<file path="src/rtl/cheri_bgeng_arb.sv">
// cheri_bgeng_arb: arbitrates NMstr background-engine masters onto the single
// LSU background port. A request is presented combinationally in IDLE (zero-wait
// accept) and the grant is locked in LOCK until the LSU accepts it. Accepted grant
// indices are queued so that LSU responses are routed back in order.
// Optional feature macro: CHERI_BGENG_ARB_RR_EN selects round-robin normal priority
// (undefined: fixed priority with master 0 highest).
module cheri_bgeng_arb #(
   parameter int NMstr     = 2,
   parameter int MaxOutstd = 2,
   parameter int StarveLim = 15
) (
   input  logic                 clk_i,
   input  logic                 rst_i,
   input  logic [NMstr-1:0]     mstr_req_i,
   input  logic [NMstr-1:0]     mstr_is_cap_i,
   input  logic [NMstr-1:0]     mstr_we_i,
   input  logic [32*NMstr-1:0]  mstr_addr_i,
   input  logic [33*NMstr-1:0]  mstr_wdata_i,
   output logic [NMstr-1:0]     mstr_req_done_o,
   output logic [NMstr-1:0]     mstr_resp_valid_o,
   input  logic                 lsu_sel_i,
   input  logic                 lsu_req_done_i,
   input  logic                 lsu_resp_valid_i,
   output logic                 lsu_req_o,
   output logic                 lsu_is_cap_o,
   output logic                 lsu_we_o,
   output logic [31:0]          lsu_addr_o,
   output logic [32:0]          lsu_wdata_o,
   output logic [NMstr-1:0]     starve_o,
   output logic                 resp_err_o,
   output logic                 busy_o
);

   localparam int IdxW  = (NMstr > 2) ? 2 : 1;
   localparam int PtrW  = (MaxOutstd > 2) ? 2 : 1;
   localparam int Depth = 1 << PtrW;
   localparam logic [2:0]      DepthC  = 3'(MaxOutstd);
   localparam logic [PtrW-1:0] PtrLast = PtrW'(MaxOutstd - 1);
   localparam logic [3:0]      LimC    = 4'(StarveLim);

   typedef enum logic [0:0] {
      ST_IDLE = 1'b0,
      ST_LOCK = 1'b1
   } state_e;

   // FIFO pointers wrap at the configured depth, which need not be a power of two.
   function automatic logic [PtrW-1:0] ptr_inc(input logic [PtrW-1:0] p);
      return (p == PtrLast) ? {PtrW{1'b0}} : p + PtrW'(1);
   endfunction

   state_e              state_r, state_nxt_s;
   logic [IdxW-1:0]     gnt_q, gnt_nxt_s;
   logic [IdxW-1:0]     gnt_s;
   logic                gnt_vld_s;
   logic [IdxW-1:0]     starve_sel_s, norm_sel_s;
   logic [NMstr-1:0]    starve_s, starve_req_s;
   logic [3:0]          cnt_r [NMstr];

   logic                req_gnt_s, is_cap_s, we_s;
   logic [31:0]         addr_s;
   logic [32:0]         wdata_s;
   logic                block_s, req_s, done_s;
   logic [NMstr-1:0]    done_vec_s, resp_vec_s;

   logic [IdxW-1:0]     fifo_r [Depth];
   logic [PtrW-1:0]     wr_ptr_r, rd_ptr_r;
   logic [2:0]          count_r;
   logic                full_s, empty_s, push_s, pop_s;
   logic [IdxW-1:0]     head_s;
   logic                err_r;

`ifdef CHERI_BGENG_ARB_RR_EN
   logic [IdxW-1:0]     rr_ptr_r;
`endif

   // Starvation flags and the two candidate grants (starving first, then normal priority).
   always_comb begin
      starve_s     = '0;
      starve_sel_s = '0;
      norm_sel_s   = '0;
      for (int i = 0; i < NMstr; i++) begin
         starve_s[i] = (cnt_r[i] == LimC);
      end
      starve_req_s = starve_s & mstr_req_i;
      // Descending scan: the last hit is the lowest requesting index.
      for (int i = NMstr - 1; i >= 0; i--) begin
         starve_sel_s = starve_req_s[i] ? IdxW'(i) : starve_sel_s;
      end
`ifdef CHERI_BGENG_ARB_RR_EN
      // Scan offsets from far to near so the master right after the last grant wins.
      for (int k = NMstr - 1; k >= 0; k--) begin
         for (int j = 0; j < NMstr; j++) begin
            norm_sel_s = ((j == (int'(rr_ptr_r) + 1 + k) % NMstr) && mstr_req_i[j])
                         ? IdxW'(j) : norm_sel_s;
         end
      end
`else
      for (int i = NMstr - 1; i >= 0; i--) begin
         norm_sel_s = mstr_req_i[i] ? IdxW'(i) : norm_sel_s;
      end
`endif
   end

   // Effective grant: computed live in IDLE, held from gnt_q in LOCK.
   always_comb begin
      gnt_s     = gnt_q;
      gnt_vld_s = 1'b0;
      case (state_r)
         ST_IDLE: begin
            gnt_s     = (|starve_req_s) ? starve_sel_s : norm_sel_s;
            gnt_vld_s = |mstr_req_i;
         end
         ST_LOCK: begin
            gnt_s     = gnt_q;
            gnt_vld_s = 1'b1;
         end
         default: begin
            gnt_s     = gnt_q;
            gnt_vld_s = 1'b0;
         end
      endcase
   end

   // Request-side mux of the granted master; all-zero without a grant.
   always_comb begin
      req_gnt_s = 1'b0;
      is_cap_s  = 1'b0;
      we_s      = 1'b0;
      addr_s    = 32'h0000_0000;
      wdata_s   = 33'h0_0000_0000;
      for (int i = 0; i < NMstr; i++) begin
         if (gnt_vld_s && (gnt_s == IdxW'(i))) begin
            req_gnt_s = mstr_req_i[i];
            is_cap_s  = mstr_is_cap_i[i];
            we_s      = mstr_we_i[i];
            addr_s    = mstr_addr_i[32*i +: 32];
            wdata_s   = mstr_wdata_i[33*i +: 33];
         end else begin
            req_gnt_s = req_gnt_s;
         end
      end
   end

   // Back-pressure, accept and response routing. A full FIFO only blocks when
   // no pop frees an entry in the same cycle.
   always_comb begin
      full_s     = (count_r == DepthC);
      empty_s    = (count_r == 3'd0);
      block_s    = full_s && !lsu_resp_valid_i;
      req_s      = req_gnt_s && !block_s;
      done_s     = lsu_req_done_i && gnt_vld_s && !block_s;
      push_s     = done_s;
      pop_s      = lsu_resp_valid_i && !empty_s;
      head_s     = fifo_r[rd_ptr_r];
      done_vec_s = '0;
      resp_vec_s = '0;
      for (int i = 0; i < NMstr; i++) begin
         done_vec_s[i] = done_s && (gnt_s == IdxW'(i));
         resp_vec_s[i] = pop_s && (head_s == IdxW'(i));
      end
   end

   // FSM next state: lock a pending request, release on accept or on a cancelled write.
   always_comb begin
      state_nxt_s = state_r;
      gnt_nxt_s   = gnt_q;
      case (state_r)
         ST_IDLE: begin
            if (gnt_vld_s && !done_s) begin
               state_nxt_s = ST_LOCK;
               gnt_nxt_s   = gnt_s;
            end else begin
               state_nxt_s = ST_IDLE;
            end
         end
         ST_LOCK: begin
            if (done_s) begin
               state_nxt_s = ST_IDLE;
            end else if (!req_gnt_s && !lsu_sel_i) begin
               state_nxt_s = ST_IDLE;
            end else begin
               state_nxt_s = ST_LOCK;
            end
         end
         default: begin
            state_nxt_s = ST_IDLE;
            gnt_nxt_s   = '0;
         end
      endcase
   end

   // FSM state and locked grant registers.
   always_ff @(posedge clk_i) begin
      if (rst_i) begin
         state_r <= ST_IDLE;
         gnt_q   <= '0;
      end else begin
         state_r <= state_nxt_s;
         gnt_q   <= gnt_nxt_s;
      end
   end

   // Response-routing FIFO of accepted grant indices.
   always_ff @(posedge clk_i) begin
      if (rst_i) begin
         wr_ptr_r <= '0;
         rd_ptr_r <= '0;
         count_r  <= 3'd0;
         for (int i = 0; i < Depth; i++) begin
            fifo_r[i] <= '0;
         end
      end else begin
         if (push_s) begin
            fifo_r[wr_ptr_r] <= gnt_s;
            wr_ptr_r         <= ptr_inc(wr_ptr_r);
         end
         if (pop_s) begin
            rd_ptr_r <= ptr_inc(rd_ptr_r);
         end
         case ({push_s, pop_s})
            2'b10:   count_r <= count_r + 3'd1;
            2'b01:   count_r <= count_r - 3'd1;
            default: count_r <= count_r;
         endcase
      end
   end

   // Sticky orphan-response flag.
   always_ff @(posedge clk_i) begin
      if (rst_i) begin
         err_r <= 1'b0;
      end else if (lsu_resp_valid_i && empty_s) begin
         err_r <= 1'b1;
      end
   end

   // Per-master saturating wait counters.
   always_ff @(posedge clk_i) begin
      for (int i = 0; i < NMstr; i++) begin
         if (rst_i) begin
            cnt_r[i] <= 4'd0;
         end else if (!mstr_req_i[i] || done_vec_s[i]) begin
            cnt_r[i] <= 4'd0;
         end else if (cnt_r[i] < LimC) begin
            cnt_r[i] <= cnt_r[i] + 4'd1;
         end
      end
   end

`ifdef CHERI_BGENG_ARB_RR_EN
   // Round-robin pointer remembers the last accepted master.
   always_ff @(posedge clk_i) begin
      if (rst_i) begin
         rr_ptr_r <= IdxW'(NMstr - 1);
      end else if (done_s) begin
         rr_ptr_r <= gnt_s;
      end
   end
`endif

   // Outputs are forced to zero for as long as reset is held.
   assign lsu_req_o         = rst_i ? 1'b0 : req_s;
   assign lsu_is_cap_o      = rst_i ? 1'b0 : is_cap_s;
   assign lsu_we_o          = rst_i ? 1'b0 : we_s;
   assign lsu_addr_o        = rst_i ? 32'h0000_0000 : addr_s;
   assign lsu_wdata_o       = rst_i ? 33'h0_0000_0000 : wdata_s;
   assign mstr_req_done_o   = rst_i ? '0 : done_vec_s;
   assign mstr_resp_valid_o = rst_i ? '0 : resp_vec_s;
   assign starve_o          = rst_i ? '0 : starve_s;
   assign resp_err_o        = rst_i ? 1'b0 : err_r;
   assign busy_o            = rst_i ? 1'b0 : ((state_r == ST_LOCK) || !empty_s);

endmodule
</file>
<file path="config.mk">
export PLATFORM = sky130hd
export DESIGN_NAME = cheri_bgeng_arb
export DESIGN_NICKNAME = d
export VERILOG_FILES = /design/src/rtl/cheri_bgeng_arb.sv
export SDC_FILE = /design/constraint.sdc
export NUM_CORES = 1
export LEC_CHECK = 0
export CAP_MARGIN = 20
export CORE_MARGIN = 2
export CORE_UTILIZATION = 24
export CTS_BUF_LIST = sky130_fd_sc_hd__clkbuf_16
export DETAILED_ROUTE_END_ITERATION = 10
export GPL_ROUTABILITY_DRIVEN = 0
export HOLD_SLACK_MARGIN = 0.1
export PLACE_DENSITY = 0.78
export SLEW_MARGIN = 20
export SYNTH_ARGS = -nofsm -noshare
export SYNTH_HDL_FRONTEND = slang
export SYNTH_SLANG_ARGS = --single-unit
export TNS_END_PERCENT = 10
</file>
<file path="constraint.sdc">
create_clock -name clk_i -period 2.4 [get_ports clk_i]
set_input_delay 0.48 -clock clk_i [delete_from_list [all_inputs] [get_ports clk_i]]
set_output_delay 0.48 -clock clk_i [all_outputs]
set_load 0.01 [all_outputs]
</file>
After elaboration in Yosys (flattened, before gate mapping)
Memory sizes are Yosys's and may differ from the RTL's. A register that Yosys moved wholly into a read port is not among the register bits.
Cells that the tools add are included.
{"block": "op_classes", "addsub": 6, "order_cmp": 2, "eq_ne": 5, "mux": 62, "bitwise": 8, "n_reduce_logical": 31}
{"cell": "33-bit two-way mux", "count": 3}
{"cell": "32-bit two-way mux", "count": 3}
{"cell": "1-bit two-way mux", "count": 45}
{"cell": "4-bit two-way mux", "count": 4}
{"cell": "1-bit logical AND", "count": 14}
{"cell": "4-bit by 1-bit adder with 4-bit output, second input constant", "count": 2}
{"cell": "4-bit == test, second input constant", "count": 2}
{"cell": "1-bit zero test", "count": 8}
{"cell": "4-bit < comparator, second input constant", "count": 2}
{"cell": "2-bit two-way mux", "count": 3}
{"cell": "1-bit case mux with 2 select lines", "count": 3}
{"cell": "3-bit case mux with 2 select lines", "count": 1}
{"cell": "1-bit bitwise OR", "count": 4}
{"cell": "2-bit OR reduction", "count": 2}
{"cell": "3-bit by 1-bit adder with 3-bit output, second input constant", "count": 1}
{"cell": "3-bit by 2-bit == test with 1-bit output, second input constant", "count": 1}
{"cell": "3-bit zero test", "count": 1}
{"cell": "1-bit logical OR", "count": 3}
{"cell": "1-bit NOT", "count": 3}
{"cell": "3-bit by 1-bit subtractor with 3-bit output, second input constant", "count": 1}
{"cell": "1-bit adder, second input constant", "count": 2}
{"cell": "2-bit bitwise AND", "count": 1}
{"cell": "2-bit by 1-bit == test with 1-bit output, second input constant", "count": 1}
{"cell": "2-bit == test, second input constant", "count": 1}
{"cell": "other kinds (3)", "count": 3}
{"block": "word_totals", "register_bits": 8, "ramBits": 10, "input_bits": 141, "output_inout_bits": 76, "word_cells": 122, "memories": 2}
{"memory": "cnt_r", "depth": 2, "width": 4, "rd": 2, "rd_clocked_by_memory_dff": 0, "write_ports": 2, "line": "57", "rtl": "logic [3:0] cnt_r [NMstr];"}
{"memory": "fifo_r", "depth": 2, "width": 1, "rd": 1, "rd_clocked_by_memory_dff": 1, "write_ports": 2, "line": "65", "rtl": "logic [IdxW-1:0] fifo_r [Depth];"}

Logic depth before layout (Yosys ltp)
Gate-level depths: netlist of run 1.
{"block": "depth", "word_depth": 15, "ltp_mapped": 9, "depth_no_buf": 9}

Worst setup path before layout of run 1
No wires, ideal clock.
{"block": "synth_timing", "kind": "input -> register", "startpoint": "input port lsu_resp_valid_i", "endpoint": "register count_r[2]", "setup_ns": 0.070, "t_arrival_ns": 2.387, "t_required_ns": 2.330, "setup_slack_ns": -0.058, "stages": 8, "n_path_buf": 0, "path_cell_list": "or4b_1 > nand3b_1 > ha_1 > inv_1 > fa_1 > xor2_1 > or3_1 > a21oi_1"}
{"block": "synth_via", "elab_chain_cells": 6, "elab_cells_between_ends": 9, "cone_classes": "eq/ne (2); mux (1); reduce/logical (6)"}
{"item": "start, declared", "line": "23", "rtl": "input logic lsu_resp_valid_i,"}
{"item": "1-bit zero test", "line": "149", "rtl": "block_s = full_s && !lsu_resp_valid_i;"}
{"item": "1-bit logical AND", "line": "149"}
{"item": "1-bit zero test", "line": "151", "rtl": "done_s = lsu_req_done_i && gnt_vld_s && !block_s;"}
{"item": "1-bit logical AND", "line": "151"}
{"item": "2-bit by 1-bit == test with 1-bit output / 2-bit == test (equally long branches)", "line": "220", "rtl": "case ({push_s, pop_s})"}
{"item": "3-bit case mux with 2 select lines / 2-bit nonzero test (equally long branches)"}
{"item": "end signal, assigned", "line": "221", "rtl": "2'b10: count_r <= count_r + 3'd1;"}
{"item": "end signal, assigned", "line": "222", "rtl": "2'b01: count_r <= count_r - 3'd1;"}
{"item": "end signal, assigned", "line": "223", "rtl": "default: count_r <= count_r;"}
{"item": "end, declared", "line": "67", "rtl": "logic [2:0] count_r;"}
Parallel ways exist; a longest one is shown, timed or not.
A chain may end at the register's enable or synchronous reset.

==> results of run 1 <==
==> logic make-up after synthesis <==
group / after synthesis / synth area share (%)
AND/OR/NAND/NOR: 55 / 15.9
flip-flops: 19 / 27.1
multiplexers: 2 / 1.13
XOR/XNOR: 7 / 3.46
buffers and inverters: 26 / 7.55
AO/OA/AOI/OAI: 88 / 41.6
adder cells (fa/ha/maj): 4 / 3.25
==> Yosys cell counts (all sizes together) (2+ instances only) <==
cell	count	area share, %
a21oi	8	2.5
a22o	67	33
and2	4	1.4
and3	4	1.4
buf	12	4.6
clkbuf	6	1.3
dfxtp	9	10
edfxtp	10	17
ha	3	2.1
inv	8	1.7
mux2i	2	1.1
nand2	5	1.1
nand2b	3	1.1
nand3	5	1.4
nor2	18	3.8
nor2b	2	0.71
nor3	5	1.4
nor4	2	0.71
o211a	2	1.1
o211ai	2	0.85
o21bai	2	0.85
or3	2	0.71
xnor2	2	0.99
xor2	5	2.5
==> layout make-up <==
cell class	count	area, um2	area share, %
Sequential cell	19	480	11.0
Antenna cell	2	5.00	0.114
Inverter	8	30.0	0.686
Clock buffer	3	75.1	1.71
Timing Repair Buffer	271	2440	55.8
Multi-Input combinational cell	156	1210	27.7
Tap cell	99	124	2.83
Clock inverter	1	6.26	0.143
==> how the worst min path moves through the flow <==
stage	endpoint	slack (ns)	cells past startpoint
after floorplan	err_r	0.43	2
after global placement	err_r	0.45	2
after detailed placement	err_r	0.48	2
after CTS	err_r	0.50	2
after global routing	err_r	0.54	2
final	err_r	0.49	2
==> flip-flops by register name, summed over array words and instances (netlist names), named ones only <==
name,flops
gnt_q,1
state_r,1
wr_ptr_r,1
err_r,1
count_r,3
cnt_r,8
fifo_r,2
rd_ptr_r,1
==> per-stage QoR <==
stage	hold slack (ns)	utilization, %	total power, mW
after floorplan	0.429	-	0.873
final	0.489	60.7	1.85
after detailed placement	0.485	59.1	1.47
after CTS	0.501	59.0	1.80
after global placement	0.452	59.1	1.45
after global routing	0.540	60.6	1.97
==> worst reg2reg max path: cells and delay by family (launching register included) <==
| family | cells | cell delay (ns) |
|---|---|---|
| AO/OA/AOI/OAI | 1 | 0.12 |
| buffers and inverters | 1 | 0.05 |
| flip-flops | 1 | 0.33 |
| adder cells (fa/ha/maj) | 2 | 0.57 |
| XOR/XNOR | 1 | 0.16 |
| AND/OR/NAND/NOR | 3 | 1.07 |
==> metal layers <==
| layer | track usage (%) | part of all wire, % | up-vias |
|---|---|---|---|
| met5 | 0 | 0.24 | - |
| met4 | 6.03 | 1.6 | 4 |
| met3 | 11.7 | 12 | 21 |
| met2 | 40.3 | 46 | 162 |
| met1 | 27.2 | 40 | 1226 |
| li1 | - | - | 1315 |
==> layout by cell type, fill, tap and decap left out, drive strengths merged, types with 3 or more instances in the layout <==
cell           count
a21oi              8
a22o              67
and2               4
and3               4
buf              111
clkbuf            16
clkdlybuf4s50    143
dfxtp              9
dlygate4sd2        4
edfxtp            10
ha                 3
inv                9
nand2              5
nand2b             3
nand3              5
nor2              18
nor3               5
xor2               5
==> power groups by stage <==
stage / registers [mW] / clock network (mW) / logic [mW]
3_5_place_dp: 0.441 / 0 / 1.02
5_1_grt: 0.443 / 0.383 / 1.14
2_1_floorplan: 0.433 / 0 / 0.440
4_1_cts: 0.436 / 0.364 / 1.00
3_3_place_gp: 0.440 / 0 / 1.01
6_report: 0.436 / 0.362 / 1.05
==> repair_timing <==
item,CTS,global route
cloned,2,5
hold buffers,0,0
setup buffers,5,11
gates resized for setup,218,66
pin swaps,26,35
setup endpoints to repair,78,71
==> qor.csv, run 1 <==
metric;value;unit
CP Launch Type;register;
most used cell, CP;buf_6;
first-pass GRT wire length;15.2;mm
Worst VDD drop;0.000511;V
Unique masters post-synth;41;
total routed wirelength;10.7;mm
Clock Skews;0.00178;ns
initial antenna violation count;5;
P_sw;0.606;mW
Post-Syn Area;1770;um2
DR DRC count;0;
logic gate share of total power;56.9;%
Stages on worst setup path;10;
CTS Buf Count;3;
crit-path cells;ha_2, and3_4, a311o_1, a21oi_4, buf_6, clkbuf_16, buf_6, buf_6, a22o_1, buf_2;
Flop pwr share;23.6;%
ys flop type;edfxtp_1;
ys async rst share;0;%
worst path bufs/invs;5;
Tmin final;2.80;ns
P_leak;2.00;nW
H-tree levels;1;
fin. max-slew vios;0;
crit path DAT;2.32;ns
Int Pwr;1.24;mW
hold path start;err_r;
Clock Pin Slew Worst Setup and Hold Paths;0.06;ns
CP required;1.92;ns
share of cells above drive strength 1;30.3;%
total gr overflow;0;
post-DP HPWL;8.07;mm
vias in the first global route;2702;
Initial Utilization;24.6;%
Global Route Usage Sum;23.9;%
number of synthesized flops with an enable pin;10;
Critical Path Start;cnt_r[1][1];
Slew HR;70.1;%
failing checks;setup timing;
drt first-iter violations;100;
largest net degree at the start of global routing;28;
reg2reg path depth;8;
final instance area;4380;um2
CP endpoint;lsu_wdata_o[11];
post-route non-filler standard cell count;559;
Max stage delay on crit path;0.39;ns
Seq/Total Area, Yosys;27.1;%
Cells after Synth;201;
via count;2728;
CTS tree;built;
clock root buffer;clkbuf_16;
placed insts;532;
PwrDens;423;nW/um2
status;finished, violations left;
pre-CTS setup slack;-0.708;ns
r2r endpoint;count_r[2];
RSZ-0062 raised after global routing;true;
routed length per instance;19.1;um
die area;8090;um2
Setup WS post-layout;-0.402;ns
# IOs;217;
CP max stage cell;edfxtp_1;
Layout area overhead;147;%
Clock Tree Buf Depth;2;
CP endpoint kind;output pin;
family with the most delay on the worst path;compound AO/OA/AOI/OAI gates;
Final period util;117;%
final net count;604;
Core Region;7210;um2
R2R Setup Slk;0.04;ns
Final Hold Viols;0;
Ys Warns;0;
Final setup violation count;69;
number of max-cap violations;0;
switch share;32.7;%
port bufs;216;
Die H;90.0;um
syn_area_per_cell;8.82;um2
Min-Delay Path Class;reg -> reg;
Fin Setup TNS;-19.72;ns
antenna-violating nets left;0;
clock sink total;19;
Placed Area;4260;um2
drt pass-1 iters;4;
latest clock arrival within the worst-skew pair;0.26;ns
Syn Nets;346;
Worst Tran Pin Value;0.443;ns
Rows;31;
Vias/cell;4.88;
register bit count reported by yosys;19;
Fill cells;646;
R2R Path Start;count_r[2];
CP max FO;4;
Clk pwr share;19.6;%
Max Clock Freq;357;MHz
Die X;90.0;um
Worst Path Class, Setup;reg -> out;
Power figures use the tool's default switching activity.
==> run 2, diff against run 1 <==
--- a/config.mk
+++ b/config.mk
@@ -6,6 +6,7 @@
 export NUM_CORES = 1
 export LEC_CHECK = 0
 export CAP_MARGIN = 20
+export CORE_ASPECT_RATIO = 0.8
 export CORE_MARGIN = 2
 export CORE_UTILIZATION = 24
 export CTS_BUF_LIST = sky130_fd_sc_hd__clkbuf_16
==> run 2 against run 1 <==
- the flow still finishes with violations (setup timing)
- clock skew up 0.00075 ns
- critical path depth down 2
- via count down 1.8%
- clock power down 6.9%
- worst setup slack better by 0.035 ns
- first-iteration DRC count down 11%
- register-to-register slack worse by 0.09 ns
- sequential share of layout area down 0.14 points
- count of clock-buffer cells in the layout unchanged
- flip-flop and latch count unchanged
- die area about the same
- cell area up 1.3%
==> qor.csv, run 2 (synthesis gave the netlist of run 1 again) <==
metric;value;unit;change
CP max FO;33;;+29
ANT cells;0;;-2
clock root buffer;clkbuf_16;;
Rows;27;;-13%
Layout area overhead;150;%;
antenna-violating nets left;0;;unchanged
Worst Path Class, Setup;reg -> out;;
reg2reg path depth;8;;unchanged
routed length per instance;18.9;um;-0.76%
CP Launch Type;register;;
Max Clock Freq;361;MHz;+1.3%
initial antenna violation count;0;;-5
Setup WS post-layout;-0.367;ns;+0.0353 ns
PwrDens;415;nW/um2;-1.9%
R2R Path Start;count_r[2];;
worst-case hold slack;0.465;ns;-0.0240 ns
largest net degree at the start of global routing;34;;+21%
latest clock arrival within the worst-skew pair;0.25;ns;about the same
most frequent cells in the layout;137 x clkdlybuf4s50_1, 67 x a22o_1, 51 x buf_2;;
hold buffers post-CTS;0;;unchanged
Final setup violation count;68;;-1.4%
die area;8100;um2;about the same
total gr overflow;0;;unchanged
Vias/cell;4.94;;+1.1%
number of max-cap violations;0;;unchanged
status;finished, violations left;;
family with the most delay on the worst path;compound AO/OA/AOI/OAI gates;;
r2r endpoint;count_r[2];;
P_leak;2.08;nW;+3.9%
share of cells above drive strength 1;29.2;%;-1.2 points
crit path DAT;2.29;ns;-0.03 ns
drt first-iter violations;89;;-11%
final net count;602;;-0.33%
CTS Buf Count;3;;unchanged
Slew HR;72.5;%;+2.4 points
Initial Utilization;25.2;%;+0.66 points
R2R Setup Slk;-0.05;ns;-0.09 ns
first-pass GRT wire length;14.1;mm;-7.3%
failing checks;setup timing;;
crit-path cells;ha_2, and3_4, a311o_1, a21oi_4, buf_4, buf_16, a22o_1, dlygate4sd2_1;;
Largest Register;cnt_r;;
Core Region;7030;um2;-2.6%
Worst VDD drop;0.000479;V;-6.3%
Worst Tran Pin Value;0.408;ns;-0.0351 ns
Clock Tree Buf Depth;2;;unchanged
CP required;1.92;ns;about the same
DR DRC count;0;;unchanged
Final Hold Viols;0;;unchanged
clock sink total;19;;unchanged
# IOs;217;;unchanged
RSZ-0062 raised after global routing;true;;
CP max stage cell;edfxtp_1;;
max reg flops;8;;unchanged
total routed wirelength;10.3;mm;-3.6%
CTS tree;built;;
drt pass-1 iters;4;;unchanged
Global Route Usage Sum;22.6;%;-1.4 points
port bufs;216;;unchanged
Max stage delay on crit path;0.40;ns;about the same
fin. max-slew vios;0;;unchanged
Top Registers;cnt_r x8, count_r x3, fifo_r x2;;
Tmin final;2.77;ns;-0.0353 ns
CP endpoint kind;output pin;;
via count;2680;;-1.8%
H-tree levels;1;;unchanged
worst path bufs/invs;3;;-2
Clock Skews;0.00253;ns;+0.000752 ns
Core Util, Final;63.1;%;+2.4 points
Clock Pin Slew Worst Setup and Hold Paths;0.05;ns;about the same
commonest non-fill, non-tap cell in the layout;clkdlybuf4s50_1;;
Die X;100;um;+11%
Critical Path Start;cnt_r[1][1];;
Min-Delay Path Class;reg -> reg;;
CP endpoint;lsu_addr_o[19];;
vias in the first global route;2666;;-1.3%
Final period util;115;%;-1.5 points
Stages on worst setup path;8;;-2
Die H;80.9;um;-10%
post-DP HPWL;7.43;mm;-7.9%
-- run 2: cell types whose count changed in the layout (fill, tap and decap cells not counted), sizes merged --
cell / before / now
diode: 2 / 0
clkdlybuf4s15: 0 / 10
dlymetal6s2s: 0 / 4
clkbuf: 16 / 5
clkdlybuf4s50: 143 / 137
dlygate4sd2: 4 / 7
buf: 111 / 109
-- run 2: cell type report --
type,instances,area [um2]
fill,600,2590
multi-input combinational,156,1210
timing repair buffer,269,2530
clock inverter,1,3.75
sequential,19,480
clock buffer,3,75.1
inverter,8,30.0
tap,87,109
-- run 2: worst register-to-register path, cell delays in order (launching register included) --
cell	delay (ns)
dfxtp_1	0.34
or4b_4	0.58
nand3b_1	0.20
ha_2	0.22
inv_1	0.05
fa_1	0.37
xor2_1	0.15
or3_1	0.32
a21oi_2	0.15
-- run 2: timing repair --
item	in CTS	in global routing
gates resized for setup	277	22
hold endpoints to repair	0	0
pin swaps	28	11
cloned	5	1
buffers inserted	10	5
endpoints found under the setup margin	74	74
-- run 2: power by group --
group / internal (mW) / switching (mW)
Combinational: 0.628 / 0.438
Sequential: 0.398 / 0.0365
Clock: 0.221 / 0.116
Total: 1.25 / 0.590
-- run 2: metal layers --
layer	track usage, %	up-vias	part of all wire [%]	wire length, um
met5	0	-	0	0
met4	3.01	0	0.83	85
met3	4.99	10	7.5	775
met2	44.7	110	53	5480
met1	25.4	1250	38	3930
li1	-	1310	-	-
-- run 2: worst min-delay path by stage --
| stage | endpoint | start | cells after the start | slack (ns) |
|---|---|---|---|---|
| 2_1_floorplan | err_r | err_r | 2 | 0.43 |
| 6_report | err_r | err_r | 2 | 0.46 |
| 5_1_grt | err_r | err_r | 2 | 0.51 |
| 4_1_cts | err_r | err_r | 2 | 0.47 |
| 3_5_place_dp | err_r | err_r | 2 | 0.45 |
| 3_3_place_gp | err_r | err_r | 2 | 0.44 |
-- run 2: stage by stage --
| stage | setup slack, ns | power (mW) | setup TNS (ns) | instances | cell area (um2) |
|---|---|---|---|---|---|
| after CTS | -0.434 | 1.81 | -21.45 | 538 | 4350 |
| after detailed placement | -0.742 | 1.48 | -49.05 | 519 | 4240 |
| after floorplan | -0.0145 | 0.873 | -0.0145 | 201 | 1790 |
| final | -0.367 | 1.84 | -18.17 | 543 | 4430 |
| after global routing | -0.443 | 1.96 | -24.00 | 543 | 4430 |
| after global placement | -0.759 | 1.46 | -49.56 | 519 | 4240 |
==> run 3, diff against run 2 <==
--- a/config.mk
+++ b/config.mk
@@ -14,6 +14,7 @@
 export GPL_ROUTABILITY_DRIVEN = 0
 export HOLD_SLACK_MARGIN = 0.1
 export PLACE_DENSITY = 0.78
+export SKIP_LAST_GASP = 1
 export SLEW_MARGIN = 20
 export SYNTH_ARGS = -nofsm -noshare
 export SYNTH_HDL_FRONTEND = slang
==> run 3 against run 2 <==
- final cell count increased by 1.5%
- hold slack about the same
- clock power about the same
- sequential share of layout area decreased by 0.21 points
- clock skew about the same
- via count increased by 1.4%
- non-clock buffer count increased by 8
- the run still ends with setup timing left
- wire length increased by 1.8%
- global-route usage decreased by 0.20 points
- critical path type unchanged
- count of clock-buffer cells in the layout unchanged
==> qor.csv, run 3 (synthesis gave the netlist of run 1 again) <==
metric;value;unit;change
status;finished, violations left;;
failing checks;setup timing;;
most frequent cells in the layout;145 x clkdlybuf4s50_1, 67 x a22o_1, 41 x clkbuf_2, 41 x buf_4, 18 x nor2_1;;
Setup WS post-layout;-0.328;ns;+0.0390 ns
Worst Tran Pin Value;0.549;ns;+0.142 ns
fin. max-slew vios;0;;unchanged
CP Launch Type;register;;
# IOs;217;;unchanged
DR DRC count;0;;unchanged
R2R Path Start;count_r[2];;
clock sink total;19;;unchanged
hold buffers post-CTS;0;;unchanged
CTS Buf Count;3;;unchanged
Tmin final;2.73;ns;-0.0390 ns
final net count;610;;+1.3%
Max stage delay on crit path;0.40;ns;about the same
Final period util;114;%;-1.6 points
CTS tree;built;;
Largest Register;cnt_r;;
Worst VDD drop;0.000466;V;-2.9%
Worst Path Class, Setup;reg -> out;;
crit path DAT;2.25;ns;-0.04 ns
port bufs;216;;unchanged
die area;8100;um2;unchanged
P_leak;2.16;nW;+4.1%
switch share;31.8;%;-0.28 points
CP required;1.92;ns;about the same
post-DP HPWL;7.43;mm;unchanged
Flop pwr share;23.3;%;-0.4 points
post-route non-filler standard cell count;551;;+1.5%
Fin Setup TNS;-19.32;ns;-1.15 ns
Placed Area;4240;um2;unchanged
max reg flops;8;;unchanged
Rows;27;;unchanged
vias in the first global route;2665;;-0.038%
Slew HR;62.9;%;-9.6 points
share of cells above drive strength 1;28.4;%;-0.72 points
Fill cells;599;;-0.17%
drt pass-1 iters;4;;unchanged
latest clock arrival within the worst-skew pair;0.25;ns;about the same
worst-case hold slack;0.465;ns;-0.000208 ns
drt first-iter violations;69;;-22%
CP max stage cell;edfxtp_1;;
routed length per instance;19.0;um;+0.28%
Vias/cell;4.93;;about the same
PwrDens;412;nW/um2;-0.58%
Max Clock Freq;367;MHz;+1.4%
worst path bufs/invs;4;;+1
Final setup violation count;73;;+7.4%
CP endpoint kind;output pin;;
Global Route Usage Sum;22.4;%;-0.20 points
initial antenna violation count;0;;unchanged
Critical Path Start;cnt_r[1][1];;
via count;2718;;+1.4%
final instance area;4520;um2;+2.0%
RSZ-0062 raised after global routing;true;;
logic gate share of total power;58.6;%;+0.6 points
largest net degree at the start of global routing;34;;unchanged
antenna-violating nets left;0;;unchanged
Initial Utilization;25.2;%;unchanged
ANT cells;0;;unchanged
Core Region;7030;um2;unchanged
family with the most delay on the worst path;compound AO/OA/AOI/OAI gates;;
Die H;80.9;um;unchanged
Clk pwr share;18.1;%;-0.3 points
number of max-cap violations;0;;unchanged
P_sw;0.593;mW;+0.51%
total routed wirelength;10.5;mm;+1.8%
Min-Delay Path Class;reg -> reg;;
Tot Pwr;1.86;mW;+1.4%
first-pass GRT wire length;14.0;mm;-0.98%
placed insts;519;;unchanged
commonest non-fill, non-tap cell in the layout;clkdlybuf4s50_1;;
pre-CTS setup slack;-0.742;ns;unchanged
Layout area overhead;155;%;
Clock Skews;0.00209;ns;-0.000442 ns
clock root buffer;clkbuf_16;;
Core Util, Final;64.4;%;+1.2 points
CP max FO;7;;-79%
total gr overflow;0;;unchanged
Int Pwr;1.27;mW;+1.8%
hold path start;err_r;;
Clock Tree Buf Depth;2;;unchanged
Die X;100;um;unchanged
Clock Pin Slew Worst Setup and Hold Paths;0.05;ns;about the same
crit-path cells;ha_2, and3_4, a311o_1, a21oi_4, buf_6, buf_12, buf_4, a22o_1, clkbuf_2;;
Top Registers;cnt_r x8, count_r x3, fifo_r x2;;
Final Hold Viols;0;;unchanged
H-tree levels;1;;unchanged
[run 3: cell count changes in the layout (fill, tap and decap cells not counted), sizes merged]
cell,before,now
clkbuf,5,48
buf,109,73
dlygate4sd2,7,2
clkdlybuf4s15,10,2
dlymetal6s2s,4,10
clkdlybuf4s50,137,145
[run 3: final timing paths]
path	slack, ns	to	depth (start not counted)
worst min-delay path	0.46	err_r	2
worst max-delay path	-0.33	lsu_addr_o[31]	9
worst min register to register	0.46	err_r	2
worst max register to register	0.01	count_r[2]	8
[run 3: routing by layer]
metal | vias to the layer above | wire (um) | GRT usage, %
li1 | 1327 | - | -
met1 | 1278 | 4030 | 24.7
met2 | 102 | 5620 | 44.8
met3 | 11 | 704 | 5.42
met4 | 0 | 95 | 2.33
met5 | - | 0 | 0
[run 3: area by class of cell]
cell class,count,area (um2),area share [%]
inverters,8,30.0,0.664
flip-flops and latches,19,480,10.6
repair buffers,277,2620,57.9
multi-input cells,156,1200,26.6
well taps,87,109,2.41
clock inverters,1,3.75,0.0830
clock buffers,3,75.1,1.66
[run 3: worst min-delay path: stages, from the launching register on]
cell     delay [ns]
dfxtp_1        0.32
a21oi_1        0.04
nor2_1         0.07
[run 3: what timing repair did]
action,CTS,global route
endpoints found under the setup margin,74,78
pin swaps,5,17
setup buffers,10,11
resized for setup,73,142
cloned,5,4
[run 3: power groups by stage]
| stage | Sequential, mW | Combinational [mW] | Clock (mW) |
|---|---|---|---|
| 6_report | 0.434 | 1.09 | 0.338 |
| 3_3_place_gp | 0.437 | 1.02 | 0 |
| 3_5_place_dp | 0.440 | 1.04 | 0 |
| 4_1_cts | 0.434 | 1.07 | 0.342 |
| 5_1_grt | 0.441 | 1.19 | 0.359 |
| 2_1_floorplan | 0.433 | 0.440 | 0 |
